<file path="src/rtl/inst_fetch_stage.sv">
// Instruction-fetch stage: owns the PC, keeps one instruction-memory request
// in flight at most, and hands fetched words to decode through a one-entry IF/ID register.
module inst_fetch_stage #(
  parameter int unsigned     XLEN     = 64,
  parameter logic [XLEN-1:0] RESET_PC = '0,
  parameter logic [31:0]     NOP_INST = 32'h0000_0013
) (
  input  logic            clk,
  input  logic            rst_n,
  output logic            imem_req_o,
  output logic [XLEN-1:0] imem_addr_o,
  input  logic            imem_ready_i,
  input  logic            imem_rvalid_i,
  input  logic [31:0]     imem_rdata_i,
  input  logic            redirect_i,
  input  logic [XLEN-1:0] redirect_target_i,
  input  logic            id_ready_i,
  output logic            id_valid_o,
  output logic [31:0]     id_inst_o,
  output logic [XLEN-1:0] id_pc_o,
  output logic [XLEN-1:0] id_pc_plus4_o
);

  typedef enum logic {
    ST_REQ  = 1'b0,
    ST_WAIT = 1'b1
  } state_e;

  state_e          state_q, state_d;
  logic [XLEN-1:0] pc_q, pc_d;
  logic [XLEN-1:0] req_pc_q, req_pc_d;
  logic            drop_q, drop_d;
  logic            id_valid_q, id_valid_d;
  logic [31:0]     id_inst_q, id_inst_d;
  logic [XLEN-1:0] id_pc_q, id_pc_d;
  logic [XLEN-1:0] id_pc_plus4_q, id_pc_plus4_d;

  logic            buf_free_s;
  logic            req_s;
  logic            handshake_s;
  logic            load_s;

  // A request only issues once the IF/ID entry is guaranteed free, so a response never stalls.
  assign buf_free_s  = !id_valid_q || id_ready_i;
  assign req_s       = rst_n && (state_q == ST_REQ) && buf_free_s;
  assign handshake_s = req_s && imem_ready_i;
  assign load_s      = (state_q == ST_WAIT) && imem_rvalid_i && !drop_q && !redirect_i;

  assign imem_req_o    = req_s;
  assign imem_addr_o   = pc_q;
  assign id_valid_o    = id_valid_q;
  assign id_inst_o     = id_inst_q;
  assign id_pc_o       = id_pc_q;
  assign id_pc_plus4_o = id_pc_plus4_q;

  // Next-state logic for the request FSM, PC and IF/ID register.
  always_comb begin
    state_d       = state_q;
    pc_d          = pc_q;
    req_pc_d      = req_pc_q;
    drop_d        = drop_q;
    id_valid_d    = id_valid_q;
    id_inst_d     = id_inst_q;
    id_pc_d       = id_pc_q;
    id_pc_plus4_d = id_pc_plus4_q;

    if (id_valid_q && id_ready_i) begin
      id_valid_d = 1'b0;
    end else begin
      id_valid_d = id_valid_q;
    end

    case (state_q)
      ST_REQ: begin
        if (handshake_s) begin
          state_d  = ST_WAIT;
          req_pc_d = pc_q;
        end else begin
          state_d  = ST_REQ;
        end
      end
      ST_WAIT: begin
        if (imem_rvalid_i) begin
          state_d = ST_REQ;
          drop_d  = 1'b0;
        end else begin
          state_d = ST_WAIT;
        end
      end
      default: begin
        state_d = ST_REQ;
        drop_d  = 1'b0;
      end
    endcase

    if (load_s) begin
      id_valid_d    = 1'b1;
      id_inst_d     = imem_rdata_i;
      id_pc_d       = req_pc_q;
      id_pc_plus4_d = req_pc_q + XLEN'(4);
      pc_d          = req_pc_q + XLEN'(4);
    end else begin
      id_inst_d     = id_inst_d;
    end

    // Redirect wins: any request already accepted for the old PC must be dropped on return.
    if (redirect_i) begin
      pc_d       = {redirect_target_i[XLEN-1:2], 2'b00};
      id_valid_d = 1'b0;
      id_inst_d  = NOP_INST;
      drop_d     = (state_q == ST_WAIT) ? !imem_rvalid_i : handshake_s;
    end else begin
      pc_d       = pc_d;
    end
  end

  // State and datapath registers.
  always_ff @(posedge clk or negedge rst_n) begin
    if (!rst_n) begin
      state_q       <= ST_REQ;
      pc_q          <= RESET_PC;
      req_pc_q      <= '0;
      drop_q        <= 1'b0;
      id_valid_q    <= 1'b0;
      id_inst_q     <= NOP_INST;
      id_pc_q       <= '0;
      id_pc_plus4_q <= '0;
    end else begin
      state_q       <= state_d;
      pc_q          <= pc_d;
      req_pc_q      <= req_pc_d;
      drop_q        <= drop_d;
      id_valid_q    <= id_valid_d;
      id_inst_q     <= id_inst_d;
      id_pc_q       <= id_pc_d;
      id_pc_plus4_q <= id_pc_plus4_d;
    end
  end

endmodule

</file>
<file path="config.mk">
export PLATFORM = sky130hd
export DESIGN_NAME = inst_fetch_stage
export DESIGN_NICKNAME = d
export VERILOG_FILES = /design/src/rtl/inst_fetch_stage.sv
export SDC_FILE = /design/constraint.sdc
export NUM_CORES = 1
export LEC_CHECK = 0
export ABC_AREA = 0
export CELL_PAD_IN_SITES_DETAIL_PLACEMENT = 1
export CELL_PAD_IN_SITES_GLOBAL_PLACEMENT = 2
export CORE_MARGIN = 3
export CORE_UTILIZATION = 33
export CTS_BUF_LIST = sky130_fd_sc_hd__clkbuf_4
export DETAILED_ROUTE_END_ITERATION = 12
export GPL_TIMING_DRIVEN = 0
export PLACE_DENSITY_LB_ADDON = 0.1
export SLEW_MARGIN = 20
export SYNTH_ARGS = -nofsm -noshare
export SYNTH_HDL_FRONTEND = slang
export SYNTH_SLANG_ARGS = --single-unit
</file>
<file path="constraint.sdc">
create_clock -name clk -period 5 [get_ports clk]
set_clock_uncertainty 0.15 [all_clocks]
set_input_delay 1 -clock clk [delete_from_list [all_inputs] [get_ports clk]]
set_output_delay 1 -clock clk [all_outputs]
set_load 0.01 [all_outputs]
</file>
Word-level counts from Yosys, hierarchy flattened
Index checks and enable logic that the tools add are counted.

Flip-flop bits (word level): 291.

Bitwise gates (word level): 1. Add/sub/neg operators: 1. Reductions and logical operators: 18. Multiplexer cells: 14.

Operators with widths (number): $mux W64 (2); $add A64 B3 Y64 const B (1); $mux W32 (2); $mux W1 (9); $logic_and A1 B1 Y1 (7); $reduce_bool A2 Y1 (3); $logic_not A1 Y1 (4); $reduce_and A2 Y1 (2); $reduce_bool A3 Y1 (1); $pmux W1 S2 (1); $logic_or A1 B1 Y1 (1); $not A1 Y1 (1).

Longest topological paths before layout
Depth in word-level cells: 6. Mapped depth: 8. Depth with buffers taken out: 7.

Least setup slack after synthesis
No wires, ideal clock.

Path kind: input port to flip-flop. Start: in id_ready_i. End: reg req_pc_q[14]. Cell stages on the path: 6. Path slack: 2.394 ns. Path buffers: 2. Arrival: 2.331 ns. Path through: nor2b_1 nor3b_1 nand2_1 clkbuf_1 clkbuf_1 mux2_2.

Cells in the longest elaborated chain, start to end: 4.

RTL lines: start, declared (RTL line 17) `input logic id_ready_i,`; $logic_or A1 B1 Y1 (RTL line 44) `assign buf_free_s = !id_valid_q || id_ready_i;`; $logic_and A1 B1 Y1 (RTL line 45) `assign req_s = rst_n && (state_q == ST_REQ) && buf_free_s;`; net imem_req_o (RTL line 10) `output logic imem_req_o,`; $logic_and A1 B1 Y1 (RTL line 46) `assign handshake_s = req_s && imem_ready_i;`; $reduce_and A2 Y1 (no source line); end signal, assigned (RTL line 131) `req_pc_q <= req_pc_d;`; end, declared (RTL line 31) `logic [XLEN-1:0] req_pc_q, req_pc_d;`.

The timed path passes the listed nets, and every way through them passes these cells. A chain may end at the register's enable or synchronous reset.

Worst setup path in the final report
Start: in rst_n. End: out imem_req_o.

Cells in the longest elaborated chain, start to end: 2.

RTL lines: start, declared (RTL line 9) `input logic rst_n,`; $logic_and A1 B1 Y1 (2 in series) (RTL line 45); end, declared (RTL line 10).

Every way passes these cells.

==> Flow_metrics.wiki <==
{| class="wikitable"
! Metric !! Value
|-
| Status || complete, no violations
|-
| Top-Level Pins || 328
|-
| Count of endpoints failing setup in the final report || 0
|-
| Fraction of layout cells with a size suffix above 1 || 0.128
|-
| Post-CTS Hold Fix Bufs || 0
|-
| Number of cells upsized or downsized after cts || 0
|-
| Count of mapped cells out of synthesis || 1289
|-
| ANT nets after route || 0
|-
| Crit-path max FO || 71
|-
| Initial antenna violation count || 2
|-
| Drt first-iter violations || 544
|-
| Number of global-route vias before repair || 12197
|-
| Average via count per standard cell || 4.97
|-
| Number of buffers added for setup after CTS || 0
|-
| Setup ws final || 0.716 ns
|-
| Initial core utilization || 0.340
|-
| Leading cell types in the layout, fill and taps excluded || sky130_fd_sc_hd__nand2_1 (436), sky130_fd_sc_hd__clkdlybuf4s50_1 (323), sky130_fd_sc_hd__dfrtp_1 (286)
|-
| Chip Height || 201 µm
|-
| Global-route wire length before repair || 75000 µm
|-
| Tot GR Track Use || 0.240
|-
| Required time at the worst-slack endpoint || 3.85 ns
|-
| Die Area || 40500 µm²
|-
| Final wirelength || 48700 µm
|-
| Latest clock arrival within the worst-skew pair || 0.73 ns
|-
| Share of synthesized flip-flops with an asynchronous set or reset || 1.00
|-
| Count of input and output buffers || 324
|-
| Synthesized cell area || 12600 µm²
|-
| #FFs+latches synth || 289
|-
| Remaining design rule violation count || 0
|-
| Final period utilization || 0.857
|-
| CTS Buffer Depth || 3
|-
| Final RePlAce weighted congestion || 0.797
|-
| Number of clock buffers inserted by TritonCTS || 82
|-
| FMAX || 0.233 GHz
|-
| DP HPWL || 36000 µm
|-
| Max-slew violation count || 0
|-
| Sort of element at the end of the critical path || output port
|-
| Cell at the root of the clock tree || sky130_fd_sc_hd__clkbuf_4
|-
| Clock-pin slew on the worst setup and hold paths || 0.07 ns
|-
| Pin count of the biggest net entering global routing || 95
|-
| EDFF count, synth || 0
|-
| Core Region || 37000 µm²
|-
| Slew Limit Headroom || 0.397
|-
| H-tree depth || 3
|-
| Worst hold margin || 0.0621 ns
|-
| Synthesized area per cell || 9.76 µm²
|-
| Slew at the pin closest to its max-slew limit || 0.896 ns
|-
| Final critical path time including I/O delays and setup || 4.28 ns
|-
| Number of nets in the layout || 1803
|-
| Dominant synthesized flop cell || sky130_fd_sc_hd__dfrtp_1
|-
| Number of vias in the routed layout || 11215
|-
| RSZ-0062 raised after global routing || false
|-
| Maximum VDD drop || 197 µV
|-
| Site row count || 70
|-
| Synth-to-Final Area Change || 39.3%
|-
| Yosys warning count || 0
|-
| Worst setup slack after placement || 0.651 ns
|-
| Post-Syn Nets || 1392
|-
| Unique cell type count in the Yosys netlist || 50
|-
| Mean routed wirelength per cell || 21.6 µm
|-
| Die width || 201 µm
|-
| Worst path arrival time || 3.13 ns
|-
| Most common cell after layout, fill and taps aside || sky130_fd_sc_hd__nand2_1
|-
| Startpoint type of the worst setup path || primary input
|-
| CTS tree || yes
|-
| Category of the critical setup timing path || in2out
|-
| # clock sinks || 289
|-
| Power per unit of standard cell area || 471 nW/µm²
|-
| Number of optimization iterations in the first detailed-route pass || 5
|-
| Static power due to leakage || 0.00771 µW
|-
| Final global-route overflow total || 0
|-
| Count of final hold-check violations || 0
|-
| Hold crit path type || in2async
|-
| Maximum capacitance violations || 0
|-
| Sequential fraction of the synthesis area || 0.575
|}
-- cell type report --
class	instances	area, µm²
diodes	1	2.50
plain buffers	86	350
clock buffers	124	931
clock inverters	12	45.0
fillers	4303	19500
inverters	8	30.0
multi-input cells	906	4960
flip-flops and latches	289	7240
well taps	504	631
repair buffers	327	3330
-- worst max-delay path, stage by stage --
cell                              delay (ns)
sky130_fd_sc_hd__buf_8                  0.36
sky130_fd_sc_hd__buf_16                 0.36
sky130_fd_sc_hd__buf_16                 0.35
sky130_fd_sc_hd__nor3b_1                0.31
sky130_fd_sc_hd__clkdlybuf4s50_1        0.61
-- final timing paths --
kind	start	endpoint	slack (ns)	depth (start not counted)
setup reg to reg	state_q	id_pc_o[54]	1.81	8
min in group clk	id_pc_o[46]	id_pc_o[46]	0.32	2
setup / recovery	rst_n	imem_req_o	0.72	5
hold reg to reg	id_pc_o[46]	id_pc_o[46]	0.32	2
hold / removal	rst_n	imem_addr_o[31]	0.06	1
max in group asynchronous	rst_n	imem_addr_o[6]	3.40	3
-- cell usage after synthesis (4+ instances only) --
| cell | n | area [µm²] |
|---|---|---|
| sky130_fd_sc_hd__nand2_1 | 436 | 1640 |
| sky130_fd_sc_hd__dfrtp_1 | 286 | 7160 |
| sky130_fd_sc_hd__o21ai_0 | 77 | 385 |
| sky130_fd_sc_hd__clkbuf_1 | 73 | 274 |
| sky130_fd_sc_hd__mux2_2 | 64 | 721 |
| sky130_fd_sc_hd__a21oi_1 | 56 | 280 |
| sky130_fd_sc_hd__nor2_1 | 35 | 131 |
| sky130_fd_sc_hd__nand3_1 | 32 | 160 |
| sky130_fd_sc_hd__xor2_1 | 31 | 272 |
| sky130_fd_sc_hd__xnor2_1 | 25 | 219 |
| sky130_fd_sc_hd__nand4_1 | 24 | 150 |
| sky130_fd_sc_hd__nor3b_1 | 20 | 150 |
| sky130_fd_sc_hd__o221ai_1 | 16 | 140 |
| sky130_fd_sc_hd__nor3_1 | 14 | 70.1 |
| sky130_fd_sc_hd__mux2i_1 | 9 | 90.1 |
| sky130_fd_sc_hd__inv_1 | 8 | 30.0 |
| sky130_fd_sc_hd__nor4_1 | 8 | 50.1 |
| sky130_fd_sc_hd__and4_2 | 6 | 60.1 |
| sky130_fd_sc_hd__o31ai_1 | 6 | 45.0 |
| sky130_fd_sc_hd__and4_1 | 5 | 43.8 |
| sky130_fd_sc_hd__buf_2 | 5 | 25.0 |
| sky130_fd_sc_hd__o211ai_1 | 5 | 37.5 |
| sky130_fd_sc_hd__and2_1 | 4 | 25.0 |
-- stage by stage --
step	cell area, µm²	instances	utilization	setup TNS, ns	total power [µW]
floorplan	12600	1289	-	0	4510
global placement	16500	2117	0.444	-3675.55	6120
detailed placement	16500	2120	0.447	0	6190
CTS	17500	2256	0.473	0	8380
global route	17500	2257	0.473	0	8800
finish	17500	2257	0.473	0	8260
-- registers in the layout (all words and copies together), names as in the netlist --
register / count
id_pc_o: 64
id_valid_o: 1
state_q: 1
drop_q: 1
id_pc_plus4_o: 62
id_inst_o: 32
imem_addr_o: 64
req_pc_q: 64
-- cell families (layout without fill, tap and decap cells) --
family | count (synthesis) | count (layout) | synth area share
DFF | 289 | 289 | 0.575
muxes | 73 | 73 | 0.0644
and+or+nand+nor | 604 | 604 | 0.211
adders and majority gates | 1 | 1 | 0.000994
xor gates and xnor gates | 56 | 56 | 0.0390
AOI/OAI and AO/OA | 172 | 172 | 0.0788
other | 0 | 1 | 0
buffers and inverters | 94 | 557 | 0.0302
-- power by group --
part           switching, µW  internal [µW]
combinational           1210           1360
sequential               569           2990
clock                   1020           1110
total                   2800           5460
-- metal layers --
layer,global-route usage,vias up,wire length [µm]
met2,0.383,330,22700
met5,0,-,11
met3,0.0702,57,3350
met1,0.316,5641,21600
li1,-,5185,-
met4,0.0735,2,1030
Power figures use the tool's default switching activity.
